## config.mk

```make
export PLATFORM = sky130hd
export DESIGN_NAME = spike_packetizer
export DESIGN_NICKNAME = d
export VERILOG_FILES = /design/src/rtl/spike_packetizer.sv
export SDC_FILE = /design/constraint.sdc
export NUM_CORES = 1
export LEC_CHECK = 0
export ABC_CLOCK_PERIOD_IN_PS = 5380
export CORE_MARGIN = 3
export CORE_UTILIZATION = 24
export CTS_CLUSTER_DIAMETER = 40
export DETAILED_ROUTE_END_ITERATION = 16
export PLACE_DENSITY = 0.43
export SYNTH_ARGS = -nofsm -noshare
export SYNTH_HDL_FRONTEND = slang
export SYNTH_SLANG_ARGS = --single-unit
```

## constraint.sdc

```tcl
create_clock -name clk -period 5.38 [get_ports clk]
set_input_delay 0.807 -clock clk [delete_from_list [all_inputs] [get_ports clk]]
set_output_delay 0.807 -clock clk [all_outputs]
set_load 0.03 [all_outputs]
```

## src/rtl/spike_packetizer.sv

```systemverilog
// Groups a word-serial stream into 3-word routed packets and delivers each one
// over a four-phase bundled-data req/ack channel to the asynchronous mesh.
module spike_packetizer #(
   parameter int FILTER_WIDTH = 8,
   parameter int WIDTH        = 9 + 3 * FILTER_WIDTH,
   parameter int CNT_WIDTH    = 16
) (
   input  logic                    clk,
   input  logic                    rst,
   input  logic                    in_valid,
   output logic                    in_ready,
   input  logic [FILTER_WIDTH-1:0] in_data,
   input  logic                    in_kind,
   input  logic [1:0]              in_dest,
   input  logic                    in_last,
   output logic                    out_req,
   input  logic                    out_ack,
   output logic [WIDTH-1:0]        out_data,
   output logic                    busy,
   output logic [CNT_WIDTH-1:0]    pkt_count
);

   typedef enum logic [1:0] {COLLECT, REQ, REL} state_t;

   state_t                  state;
   logic [1:0]              cnt;
   logic [FILTER_WIDTH-1:0] slot0;
   logic [FILTER_WIDTH-1:0] slot1;
   logic                    kind_r;
   logic [1:0]              dest_r;
   logic                    ack_m;
   logic                    ack_s;

   logic                    kind_sel;
   logic [1:0]              dest_sel;
   logic [2:0]              hop;
   logic [FILTER_WIDTH-1:0] w0;
   logic [FILTER_WIDTH-1:0] w1;
   logic [FILTER_WIDTH-1:0] w2;
   logic [WIDTH-1:0]        pkt_next;

   // Returns {Y_HOP, X_HOP} for a destination PE.
   function automatic logic [2:0] route(input logic [1:0] dest);
      case (dest)
         2'd0:    route = 3'b1_10;
         2'd1:    route = 3'b1_00;
         2'd2:    route = 3'b0_11;
         default: route = 3'b0_10;
      endcase
   endfunction

   // The closing word is merged straight from the input; slots past it read as zero.
   always_comb begin
      kind_sel = (cnt == 2'd0) ? in_kind : kind_r;
      dest_sel = (cnt == 2'd0) ? in_dest : dest_r;
      hop      = route(dest_sel);
      w0       = (cnt == 2'd0) ? in_data : slot0;
      w1       = (cnt == 2'd1) ? in_data : ((cnt == 2'd2) ? slot1 : '0);
      w2       = (cnt == 2'd2) ? in_data : '0;
      pkt_next = {w2, w1, w0, in_last, kind_sel, dest_sel, hop[2], hop[1:0], 2'b11};
   end

   assign in_ready = (state == COLLECT) && !rst;
   assign busy     = (state != COLLECT) || (cnt != 2'd0);

   always_ff @(posedge clk) begin
      if (rst) begin
         state     <= COLLECT;
         cnt       <= 2'd0;
         slot0     <= '0;
         slot1     <= '0;
         kind_r    <= 1'b0;
         dest_r    <= 2'd0;
         ack_m     <= 1'b0;
         ack_s     <= 1'b0;
         out_req   <= 1'b0;
         out_data  <= '0;
         pkt_count <= '0;
      end else begin
         ack_m <= out_ack;
         ack_s <= ack_m;
         case (state)
            COLLECT: begin
               if (in_valid) begin
                  if (cnt == 2'd2 || in_last) begin
                     out_data <= pkt_next;
                     cnt      <= 2'd0;
                     state    <= REQ;
                  end else begin
                     if (cnt == 2'd0) begin
                        slot0  <= in_data;
                        kind_r <= in_kind;
                        dest_r <= in_dest;
                     end else begin
                        slot1 <= in_data;
                     end
                     cnt <= cnt + 2'd1;
                  end
               end
            end
            // Ack is only honoured once req is actually visible, so a stale ack_s cannot skip the request.
            REQ: begin
               if (out_req && ack_s) begin
                  out_req <= 1'b0;
                  state   <= REL;
               end else begin
                  out_req <= 1'b1;
               end
            end
            REL: begin
               if (!ack_s) begin
                  pkt_count <= pkt_count + 1'b1;
                  state     <= COLLECT;
               end
            end
            default: state <= COLLECT;
         endcase
      end
   end

endmodule

```

==> results by group, run 1 <==
Run status
  • Status: finished clean

STA
  • Rel. slew slack: 38.45%
  • Total setup violations reported at the end of the flow: 0
  • Setup skew after layout: 0.01131 ns
  • Number of failing hold endpoints at the final stage: 0
  • TNS Setup: 0 ns
  • Measured slew at the worst slew-check pin: 0.9233 ns
  • Period minus WS final: 3.095 ns
  • Setup repair after global routing missed its margin: no
  • Achievable clock frequency: 0.3232 GHz
  • Final period util: 57.52%
  • Max Transition Viols Final: 0

Clock network
  • H-tree Lvls: 3
  • Clock sink total: 74
  • Buffer count from post-CTS setup fixing: 0
  • TritonCTS clock tree: yes
  • Cts-stage hold buffer count: 0
  • Total clock buffers created by CTS: 9
  • Skew-Pair Late Insertion Delay: 0.33 ns
  • Clock Tree Root: sky130_fd_sc_hd__clkbuf_16
  • Longest Clk Path Bufs: 2
  • Clock-pin transition on the worst setup and hold timing paths: 0.06 ns
  • Number of gates resized after cts: 0

GRT
  • Residual overflow from global routing: 0
  • Pin count of the biggest net entering global routing: 75
  • First-pass GRT wire length: 12970 µm
  • Number of antenna violations at the first check in global routing: 0
  • Total routing usage reported by global routing: 11.63%
  • Vias in the first global route: 2312

Hold path
  • Class of the worst hold path: flip-flop to flip-flop
  • Hold path startpoint: ack_m$_SDFF_PP0_
  • Cells on Worst Hold Path: 1
  • Endpoint, Worst Hold: ack_s$_SDFF_PP0_

Drt
  • Number of antenna-violating nets in the routed design: 0
  • Count of routing violations after the opening detailed-route iteration: 149
  • Detailed-router iteration count before antenna repair: 4
  • DR WL/cell: 14.40 µm
  • Vias per Instance: 4.481
  • Routed WL: 8148 µm
  • Residual DRC: 0
  • Overall via count from detail_route: 2536

Final layout
  • Sequential Area: 0.001481 mm²
  • Fill count: 1298
  • Cell area after layout: 0.004155 mm²
  • Antenna diode instance count: 0
  • Combined area of the multi-input logic cells: 0.001441 mm²
  • Share of final-layout standard cells stronger than drive strength 1: 5.779%
  • Synthesis-to-finish area growth: 36.61%
  • NumNets Final: 414

Synthesis
  • Synthesized instance count: 337
  • Post-synthesis instance area: 0.003042 mm²
  • Syn. warnings: 0
  • Mean cell area of the mapped netlist: 9.026 µm²
  • Share of the yosys chip area belonging to registers: 48.70%
  • Netlist cell types: 37
  • Seq cells post-synth: 74
  • Number of nets in the synthesized netlist: 357

Pwr
  • Sum of internal, switching and leakage power: 1.392 mW
  • Maximum ir drop on the vdd rail: 0.0001426 V
  • Power Density: 335.0 mW/mm²
  • Leak pwr: 1.520 nW

Place
  • Post-placement cell area: 0.003836 mm²
  • HPWL Detailed: 5468 µm
  • Number of buffers added on ports: 67
  • Final weighted congestion in routability-driven placement: 0.7139

Setup path
  • Startpoint of the most critical register-to-register path: cnt[0]$_SDFFE_PP0P_
  • Type of the worst setup path: flip-flop to output pin
  • Crit start category: flip-flop
  • Worst Path Required: 4.57 ns
  • Maximum fanout count along the critical path: 14
  • R2R setup slack: 2.90 ns
  • Arrival time reported for the critical path endpoint: 2.29 ns
  • R2R cell count: 5
  • Capture instance of the worst register-to-register path: slot0[7]$_SDFFE_PP0P_
  • Crit path capture type: output pin

Floorplan
  • Initial core utilization: 24.91%
  • Core Region: 0.01221 mm²
  • Top-Level Pins: 68
  • Horiz. Die Dim: 118.6 µm
  • Vertical die dimension: 118.6 µm
  • Std-Cell Rows: 40
  • Floorplan die area: 0.01406 mm²

Flow run
  • Number of violations of the max-capacitance limit: 0
==> layout by cell type, fill, tap and decap left out, types with 2 or more instances in the layout <==
| cell type | instances |
|---|---|
| sky130_fd_sc_hd__nand3_1 | 8 |
| sky130_fd_sc_hd__clkdlybuf4s50_1 | 66 |
| sky130_fd_sc_hd__nor4_1 | 2 |
| sky130_fd_sc_hd__nor3b_1 | 2 |
| sky130_fd_sc_hd__a211oi_1 | 18 |
| sky130_fd_sc_hd__bufinv_16 | 2 |
| sky130_fd_sc_hd__o31ai_1 | 4 |
| sky130_fd_sc_hd__inv_1 | 4 |
| sky130_fd_sc_hd__and4_1 | 2 |
| sky130_fd_sc_hd__clkbuf_16 | 9 |
| sky130_fd_sc_hd__buf_4 | 3 |
| sky130_fd_sc_hd__nand4_1 | 3 |
| sky130_fd_sc_hd__mux2i_1 | 29 |
| sky130_fd_sc_hd__nand2_1 | 23 |
| sky130_fd_sc_hd__xor2_1 | 6 |
| sky130_fd_sc_hd__or3_1 | 3 |
| sky130_fd_sc_hd__xnor2_1 | 4 |
| sky130_fd_sc_hd__or4_1 | 4 |
| sky130_fd_sc_hd__nor2_1 | 70 |
| sky130_fd_sc_hd__nor3b_2 | 2 |
| sky130_fd_sc_hd__nor3_1 | 14 |
| sky130_fd_sc_hd__nor2b_1 | 4 |
| sky130_fd_sc_hd__a21oi_1 | 13 |
| sky130_fd_sc_hd__dfxtp_1 | 74 |
| sky130_fd_sc_hd__a22oi_1 | 9 |
| sky130_fd_sc_hd__ha_1 | 4 |
==> worst max-delay path, cell delays in order, from the launching register on <==
cell and delay [ns]:
sky130_fd_sc_hd__dfxtp_1 0.32, sky130_fd_sc_hd__inv_1 0.10, sky130_fd_sc_hd__ha_1 0.77, sky130_fd_sc_hd__nand2_1 0.12, sky130_fd_sc_hd__clkdlybuf4s50_1 0.65
==> through the flow <==
stage / hold slack [ns] / std cells / setup slack, ns / util, %
final: 0.4385 / 566 / 2.285 / 34.03
after floorplan: 0.4138 / 337 / 2.922 / -
after CTS: 0.4445 / 566 / 2.217 / 34.03
after global placement: 0.4325 / 551 / 2.542 / 31.41
after global routing: 0.4611 / 566 / 2.077 / 34.03
after detailed placement: 0.4313 / 551 / 2.501 / 31.41
==> Yosys cell counts <==
master	instances	area, µm²
sky130_fd_sc_hd__buf_4	1	7.510
sky130_fd_sc_hd__and3_1	1	6.260
sky130_fd_sc_hd__xnor2_1	4	35.03
sky130_fd_sc_hd__a211oi_1	18	135.1
sky130_fd_sc_hd__nor2b_1	4	25.02
sky130_fd_sc_hd__buf_1	1	3.750
sky130_fd_sc_hd__and4_1	2	17.52
sky130_fd_sc_hd__nor2_1	71	266.5
sky130_fd_sc_hd__nand3_1	8	40.04
sky130_fd_sc_hd__nor3b_2	2	25.02
sky130_fd_sc_hd__mux2i_1	29	290.3
sky130_fd_sc_hd__and2_1	1	6.260
sky130_fd_sc_hd__nand4_1	3	18.77
sky130_fd_sc_hd__o21ai_1	1	5.000
sky130_fd_sc_hd__nor3_1	14	70.07
sky130_fd_sc_hd__nor3b_1	2	15.01
sky130_fd_sc_hd__nor4_4	1	21.27
sky130_fd_sc_hd__buf_6	1	11.26
sky130_fd_sc_hd__ha_1	4	50.05
sky130_fd_sc_hd__or2_0	1	6.260
sky130_fd_sc_hd__a21oi_1	13	65.06
sky130_fd_sc_hd__buf_2	4	20.02
sky130_fd_sc_hd__or3b_1	1	8.760
sky130_fd_sc_hd__a22oi_1	9	67.56
sky130_fd_sc_hd__mux2_2	1	11.26
sky130_fd_sc_hd__or4_1	4	30.03
sky130_fd_sc_hd__o31ai_1	4	30.03
sky130_fd_sc_hd__xor2_1	6	52.55
sky130_fd_sc_hd__clkbuf_1	17	63.81
sky130_fd_sc_hd__nand2_1	23	86.33
sky130_fd_sc_hd__nor4_1	2	12.51
sky130_fd_sc_hd__or3_1	3	18.77
sky130_fd_sc_hd__dfxtp_1	74	1481
sky130_fd_sc_hd__nand2b_1	1	6.260
sky130_fd_sc_hd__inv_1	4	15.01
sky130_fd_sc_hd__nand4bb_1	1	11.26
sky130_fd_sc_hd__o21ai_0	1	5.000
==> sequential cells by signal, summed over array words and instances (netlist names) <==
signal	count
ack_m	1
ack_s	1
cnt	2
dest_r	2
kind_r	1
out_data	32
out_req	1
pkt_count	16
slot0	8
slot1	8
state	2
==> how the worst max path moves through the flow <==
stage	start	cells after the start	to	slack (ns)
2_1_floorplan	rst	2	in_ready	2.92
3_3_place_gp	in_valid	5	slot1[2]$_SDFFE_PP0P_	2.54
3_5_place_dp	in_valid	5	slot1[5]$_SDFFE_PP0P_	2.50
4_1_cts	cnt[0]$_SDFFE_PP0P_	4	busy	2.22
5_1_grt	cnt[0]$_SDFFE_PP0P_	4	busy	2.08
6_report	cnt[0]$_SDFFE_PP0P_	4	busy	2.29
==> area by class of cell <==
| type | instances | share of cell area [%] |
|---|---|---|
| sequential | 74 | 35.65 |
| multi-input combinational | 235 | 34.69 |
| timing repair buffer | 70 | 16.56 |
| clock buffer | 11 | 5.842 |
| tap | 168 | 5.059 |
| clock inverter | 4 | 1.837 |
| inverter | 4 | 0.3613 |
==> kinds of logic after synthesis <==
kind of cell    share of synthesized area [%]
compound gates                          10.12
xor+xnor                                2.879
fa+ha+maj                               1.645
buf+inv                                 3.990
flops                                   48.70
mux                                     9.914
simple gates                            22.75
==> per-layer routing <==
| metal | GRT usage, % | share of wire (%) |
|---|---|---|
| met3 | 2.584 | 4.2 |
| met1 | 16.94 | 50 |
| met2 | 16.98 | 45 |
| met5 | 0 | 0 |
| met4 | 3.693 | 1.2 |
==> power breakdown <==
part | switching, mW | internal (mW) | leakage [nW] | total (mW)
Combinational | 0.0973 | 0.0657 | 0.765 | 0.163
Clock | 0.230 | 0.417 | 0.152 | 0.647
Sequential | 0.0126 | 0.569 | 0.602 | 0.582
No activity file was read; power rests on OpenSTA's default activity.
==> run 2: changes to the inputs <==
--- a/config.mk
+++ b/config.mk
@@ -5,12 +5,12 @@
 export SDC_FILE = /design/constraint.sdc
 export NUM_CORES = 1
 export LEC_CHECK = 0
-export ABC_CLOCK_PERIOD_IN_PS = 5380
+export ABC_CLOCK_PERIOD_IN_PS = 2830
 export CORE_MARGIN = 3
 export CORE_UTILIZATION = 24
 export CTS_CLUSTER_DIAMETER = 40
 export DETAILED_ROUTE_END_ITERATION = 16
-export PLACE_DENSITY = 0.43
+export PLACE_DENSITY = 0.45
 export SYNTH_ARGS = -nofsm -noshare
 export SYNTH_HDL_FRONTEND = slang
 export SYNTH_SLANG_ARGS = --single-unit
==> constraint.sdc (replaced) <==
create_clock -name clk -period 2.83 [get_ports clk]
set_input_delay 0.4245 -clock clk [delete_from_list [all_inputs] [get_ports clk]]
set_output_delay 0.4245 -clock clk [all_outputs]
set_load 0.03 [all_outputs]
==> results by group, run 2 (same netlist as run 1, synthesis figures left out) <==
STA
  • Number of failing hold endpoints at the final stage: 0
  • Final-layout worst hold slack: 0.4373 ns
  • Final period util: 76.08%
  • Max Transition Viols Final: 0
  • Period minus WS final: 2.153 ns
  • Measured slew at the worst slew-check pin: 0.8069 ns
  • Achievable clock frequency: 0.4644 GHz
  • Rel. slew slack: 46.21%
  • Setup repair after global routing missed its margin: no
  • Setup skew after layout: 0.004487 ns
  • Total setup violations reported at the end of the flow: 0
  • TNS Setup: 0 ns

Final layout
  • Largest reg by FF count: out_data
  • Most frequent cells in the layout: sky130_fd_sc_hd__dfxtp_1, sky130_fd_sc_hd__nor2_1, sky130_fd_sc_hd__clkdlybuf4s50_1, sky130_fd_sc_hd__mux2i_1, sky130_fd_sc_hd__nand2_1
  • Fill count: 1300
  • Registers with the most flip-flops: out_data (32), pkt_count (16)
  • Antenna diode instance count: 0
  • Most common cell after layout, fill and taps aside: sky130_fd_sc_hd__dfxtp_1
  • Share of final-layout standard cells stronger than drive strength 1: 6.716%
  • Flip-flop count of the largest register after layout: 32
  • NumNets Final: 418
  • Synthesis-to-finish area growth: 37.15%

Clock network
  • TritonCTS clock tree: yes
  • Cts-stage hold buffer count: 0
  • Clock-pin transition on the worst setup and hold timing paths: 0.05 ns
  • Clock sink total: 74
  • Longest Clk Path Bufs: 2
  • H-tree Lvls: 3
  • Skew-Pair Late Insertion Delay: 0.32 ns
  • Buffer count from post-CTS setup fixing: 0
  • Clock Tree Root: sky130_fd_sc_hd__clkbuf_16
  • Total clock buffers created by CTS: 9
  • Number of gates resized after cts: 0

Hold path
  • Endpoint, Worst Hold: ack_s$_SDFF_PP0_
  • Hold path startpoint: ack_m$_SDFF_PP0_
  • Class of the worst hold path: flip-flop to flip-flop
  • Cells on Worst Hold Path: 1

Pwr
  • Power Density: 618.2 mW/mm²
  • Leak pwr: 1.539 nW
  • Maximum ir drop on the vdd rail: 0.0002191 V

Setup path
  • Arrival time reported for the critical path endpoint: 1.73 ns
  • Capture instance of the worst register-to-register path: out_data[14]$_SDFFE_PP0P_
  • Type of the worst setup path: flip-flop to output pin
  • Crit path capture type: output pin
  • Crit start category: flip-flop
  • R2R setup slack: 0.85 ns
  • Worst Path Required: 2.41 ns
  • Maximum fanout count along the critical path: 3
  • R2R cell count: 7
  • Startpoint of the most critical register-to-register path: cnt[0]$_SDFFE_PP0P_

Floorplan
  • Vertical die dimension: 118.6 µm
  • Horiz. Die Dim: 118.6 µm
  • Top-Level Pins: 68
  • Initial core utilization: 24.91%
  • Core Region: 0.01221 mm²
  • Std-Cell Rows: 40
  • Floorplan die area: 0.01406 mm²

Drt
  • Overall via count from detail_route: 2487
  • DR WL/cell: 14.18 µm
  • Vias per Instance: 4.363
  • Routed WL: 8085 µm
  • Count of routing violations after the opening detailed-route iteration: 116
  • Detailed-router iteration count before antenna repair: 4
  • Number of antenna-violating nets in the routed design: 0
  • Residual DRC: 0

GRT
  • Total routing usage reported by global routing: 11.63%
  • First-pass GRT wire length: 13010 µm
  • Number of antenna violations at the first check in global routing: 0
  • Pin count of the biggest net entering global routing: 75
  • Residual overflow from global routing: 0
  • Vias in the first global route: 2382

Flow run
  • Number of violations of the max-capacitance limit: 0

Place
  • Final weighted congestion in routability-driven placement: 0.7446
  • Number of buffers added on ports: 67
  • HPWL Detailed: 5530 µm

Run status
  • Status: finished clean
==> run 2: worst max-delay path by stage <==
stage	start	end	slack, ns	cells after the start
after global placement	in_valid	out_data[24]$_SDFFE_PP0P_	0.60	6
final	cnt[0]$_SDFFE_PP0P_	busy	0.68	4
after global routing	cnt[0]$_SDFFE_PP0P_	out_data[14]$_SDFFE_PP0P_	0.57	7
after floorplan	cnt[0]$_SDFFE_PP0P_	busy	0.86	5
after detailed placement	in_valid	out_data[19]$_SDFFE_PP0P_	0.61	6
after CTS	cnt[0]$_SDFFE_PP0P_	busy	0.64	4
==> run 2: per-layer routing <==
metal  track usage, %  share of wire, %  wire length [µm]
met3            2.153               3.3               269
met2            17.48                44              3583
met5                0                 0                 0
met1            15.97                50              4066
met4            5.648               2.1               167
==> run 2: cell type report <==
type / count / area, µm² / share of cell area, %
flip-flops and latches: 74 / 1481 / 35.51
repair buffers: 74 / 718.2 / 17.22
clock inverters: 2 / 35.03 / 0.8398
well taps: 168 / 210.2 / 5.039
clock buffers: 13 / 270.3 / 6.479
inverters: 4 / 15.01 / 0.3599
multi-input cells: 235 / 1441 / 34.55
==> run 2: through the flow <==
stage	cells	total power, mW	setup WS (ns)	util (%)	area [µm²]
2_1_floorplan	337	1.317	0.8605	-	3042
3_3_place_gp	555	1.445	0.6044	31.66	3866
6_report	570	2.579	0.6768	34.16	4172
4_1_cts	570	2.626	0.6405	34.16	4172
5_1_grt	570	2.687	0.5706	34.16	4172
3_5_place_dp	555	1.447	0.6092	31.66	3866
==> run 2: worst max-delay path, stage by stage, from the launching register on <==
cell and delay [ns]:
sky130_fd_sc_hd__dfxtp_1 0.35, sky130_fd_sc_hd__inv_1 0.08, sky130_fd_sc_hd__ha_1 0.22, sky130_fd_sc_hd__nand2_1 0.07, sky130_fd_sc_hd__clkdlybuf4s50_1 0.68
==> run 2: power by group <==
group	internal (mW)	switching, mW	leakage, nW
sequential	1.08	0.0244	0.602
clock	0.749	0.411	0.152
combinational	0.128	0.184	0.785
==> run 3: changes to the inputs <==
--- a/config.mk
+++ b/config.mk
@@ -5,12 +5,12 @@
 export SDC_FILE = /design/constraint.sdc
 export NUM_CORES = 1
 export LEC_CHECK = 0
-export ABC_CLOCK_PERIOD_IN_PS = 2830
+export ABC_CLOCK_PERIOD_IN_PS = 2150
 export CORE_MARGIN = 3
 export CORE_UTILIZATION = 24
 export CTS_CLUSTER_DIAMETER = 40
 export DETAILED_ROUTE_END_ITERATION = 16
-export PLACE_DENSITY = 0.45
+export PLACE_DENSITY = 0.43
 export SYNTH_ARGS = -nofsm -noshare
 export SYNTH_HDL_FRONTEND = slang
 export SYNTH_SLANG_ARGS = --single-unit
==> constraint.sdc (replaced) <==
create_clock -name clk -period 2.15 [get_ports clk]
set_input_delay 0.3225 -clock clk [delete_from_list [all_inputs] [get_ports clk]]
set_output_delay 0.3225 -clock clk [all_outputs]
set_load 0.03 [all_outputs]
==> results by group, run 3 (same netlist as run 1, synthesis figures left out) <==
Run status
  • Status: finished clean

Clock network
  • TritonCTS clock tree: yes
  • Cts-stage hold buffer count: 0
  • Total clock buffers created by CTS: 9
  • Clock sink total: 74
  • H-tree Lvls: 3
  • Number of gates resized after cts: 1
  • Longest Clk Path Bufs: 2
  • Buffer count from post-CTS setup fixing: 0
  • Clock-pin transition on the worst setup and hold timing paths: 0.06 ns
  • Skew-Pair Late Insertion Delay: 0.33 ns
  • Clock Tree Root: sky130_fd_sc_hd__clkbuf_16

Hold path
  • Endpoint, Worst Hold: ack_s$_SDFF_PP0_
  • Class of the worst hold path: flip-flop to flip-flop
  • Cells on Worst Hold Path: 1
  • Hold path startpoint: ack_m$_SDFF_PP0_

Floorplan
  • Std-Cell Rows: 40
  • Initial core utilization: 24.91%
  • Floorplan die area: 0.01406 mm²
  • Top-Level Pins: 68
  • Core Region: 0.01221 mm²
  • Vertical die dimension: 118.6 µm
  • Horiz. Die Dim: 118.6 µm

Setup path
  • Maximum fanout count along the critical path: 8
  • Arrival time reported for the critical path endpoint: 1.72 ns
  • Crit start category: flip-flop
  • R2R setup slack: 0.24 ns
  • Capture instance of the worst register-to-register path: pkt_count[15]$_SDFFE_PP0P_
  • Crit path capture type: output pin
  • Worst Path Required: 1.83 ns
  • Startpoint of the most critical register-to-register path: pkt_count[5]$_SDFFE_PP0P_
  • Type of the worst setup path: flip-flop to output pin
  • R2R cell count: 4

GRT
  • Residual overflow from global routing: 0
  • GR Util met3: 2.297%
  • Pin count of the biggest net entering global routing: 75
  • Global route hottest layer: met2
  • Number of antenna violations at the first check in global routing: 0
  • Met1 GRT Util: 16.59%
  • Total routing usage reported by global routing: 11.82%
  • First-pass GRT wire length: 13230 µm
  • Met2 routing resource usage after global routing: 17.62%
  • Vias in the first global route: 2465

Final layout
  • Share of final-layout standard cells stronger than drive strength 1: 8.780%
  • Largest reg by FF count: out_data
  • Flip-flop count of the largest register after layout: 32
  • Antenna diode instance count: 0
  • Sequential Area: 0.001481 mm²
  • Final Util: 34.67%
  • Synthesis-to-finish area growth: 39.20%
  • Combined area of the multi-input logic cells: 0.001441 mm²
  • Registers with the most flip-flops: out_data (32), pkt_count (16)
  • Most frequent cells in the layout: sky130_fd_sc_hd__dfxtp_1, sky130_fd_sc_hd__nor2_1, sky130_fd_sc_hd__clkdlybuf4s50_1, sky130_fd_sc_hd__mux2i_1, sky130_fd_sc_hd__nand2_1
  • Fill count: 1309
  • NumNets Final: 425
  • Most common cell after layout, fill and taps aside: sky130_fd_sc_hd__dfxtp_1

Place
  • Final weighted congestion in routability-driven placement: 0.7353
  • HPWL Detailed: 5626 µm
  • Number of buffers added on ports: 67
  • Pre-CTS setup slack: 0.05083 ns

Drt
  • DR WL/cell: 14.09 µm
  • Overall via count from detail_route: 2520
  • Count of routing violations after the opening detailed-route iteration: 134
  • Number of antenna-violating nets in the routed design: 0
  • Residual DRC: 0
  • Detailed-router iteration count before antenna repair: 4
  • Vias per Instance: 4.360
  • Routed WL: 8143 µm

Pwr
  • Power Density: 799.5 mW/mm²
  • Leak pwr: 1.578 nW
  • Sum of internal, switching and leakage power: 3.385 mW
  • Maximum ir drop on the vdd rail: 0.0003552 V

STA
  • Period minus WS final: 2.043 ns
  • Achievable clock frequency: 0.4896 GHz
  • Setup repair after global routing missed its margin: no
  • Total setup violations reported at the end of the flow: 0
  • TNS Setup: 0 ns
  • Rel. slew slack: 46.39%
  • Final-layout worst hold slack: 0.4367 ns
  • Setup skew after layout: 0.008068 ns
  • Measured slew at the worst slew-check pin: 0.8042 ns
  • PnR worst setup slack: 0.1075 ns
  • Max Transition Viols Final: 0
  • Number of failing hold endpoints at the final stage: 0
  • Final period util: 95.00%

Flow run
  • Number of violations of the max-capacitance limit: 0
[run 3: changes by cell type in the layout (fill, tap and decap cells not counted)]
cell / previous run / this run
sky130_fd_sc_hd__buf_4: 7 / 13
sky130_fd_sc_hd__clkbuf_8: 3 / 1
sky130_fd_sc_hd__buf_12: 0 / 1
sky130_fd_sc_hd__clkbuf_1: 1 / 0
sky130_fd_sc_hd__clkdlybuf4s50_1: 66 / 65
sky130_fd_sc_hd__clkinv_2: 1 / 2
sky130_fd_sc_hd__clkinv_4: 0 / 1
sky130_fd_sc_hd__clkinvlp_4: 0 / 1
sky130_fd_sc_hd__dlygate4sd2_1: 0 / 1
sky130_fd_sc_hd__inv_6: 0 / 1
[run 3: how the worst max path moves through the flow]
| stage | endpoint | cells past startpoint | start | slack, ns |
|---|---|---|---|---|
| 2_1_floorplan | pkt_count[15]$_SDFFE_PP0P_ | 5 | pkt_count[4]$_SDFFE_PP0P_ | 0.18 |
| 3_3_place_gp | slot1[7]$_SDFFE_PP0P_ | 6 | in_valid | 0.10 |
| 3_5_place_dp | slot1[0]$_SDFFE_PP0P_ | 6 | in_valid | 0.05 |
| 4_1_cts | in_ready | 2 | state[0]$_SDFFE_PP0P_ | 0.06 |
| 5_1_grt | in_ready | 2 | state[0]$_SDFFE_PP0P_ | 0.01 |
| 6_report | in_ready | 2 | state[0]$_SDFFE_PP0P_ | 0.11 |
[run 3: report_power, final]
part / internal, mW / switching, mW / total [mW]
Combinational: 0.172 / 0.246 / 0.418
Sequential: 1.43 / 0.0312 / 1.46
Clock: 0.932 / 0.579 / 1.51
Total: 2.53 / 0.856 / 3.38
[run 3: critical path, cell delays in order (launching register included)]
cell                              delay (ns)
sky130_fd_sc_hd__dfxtp_1                0.38
sky130_fd_sc_hd__nor3_1                 0.29
sky130_fd_sc_hd__clkdlybuf4s50_1        0.73
[run 3: final cells by class]
class                           count  share of cell area (%)
Timing Repair Buffer               81                   18.47
Clock inverter                      6                   1.537
Clock buffer                       10                   5.644
Sequential cell                    74                   34.99
Inverter                            4                  0.3546
Tap cell                          168                   4.965
Multi-Input combinational cell    235                   34.04
[run 3: through the flow]
stage | cell area, µm² | std cells
after floorplan | 3042 | 337
after detailed placement | 3931 | 562
final | 4234 | 578
after CTS | 4234 | 578
after global placement | 3931 | 562
after global routing | 4234 | 578
[run 3: per-layer routing]
metal  vias to the layer above  wire, µm
met5                         -         0
met2                        49      3587
met1                      1156      4143
met4                         0       116
met3                        10       295
li1                       1305         -
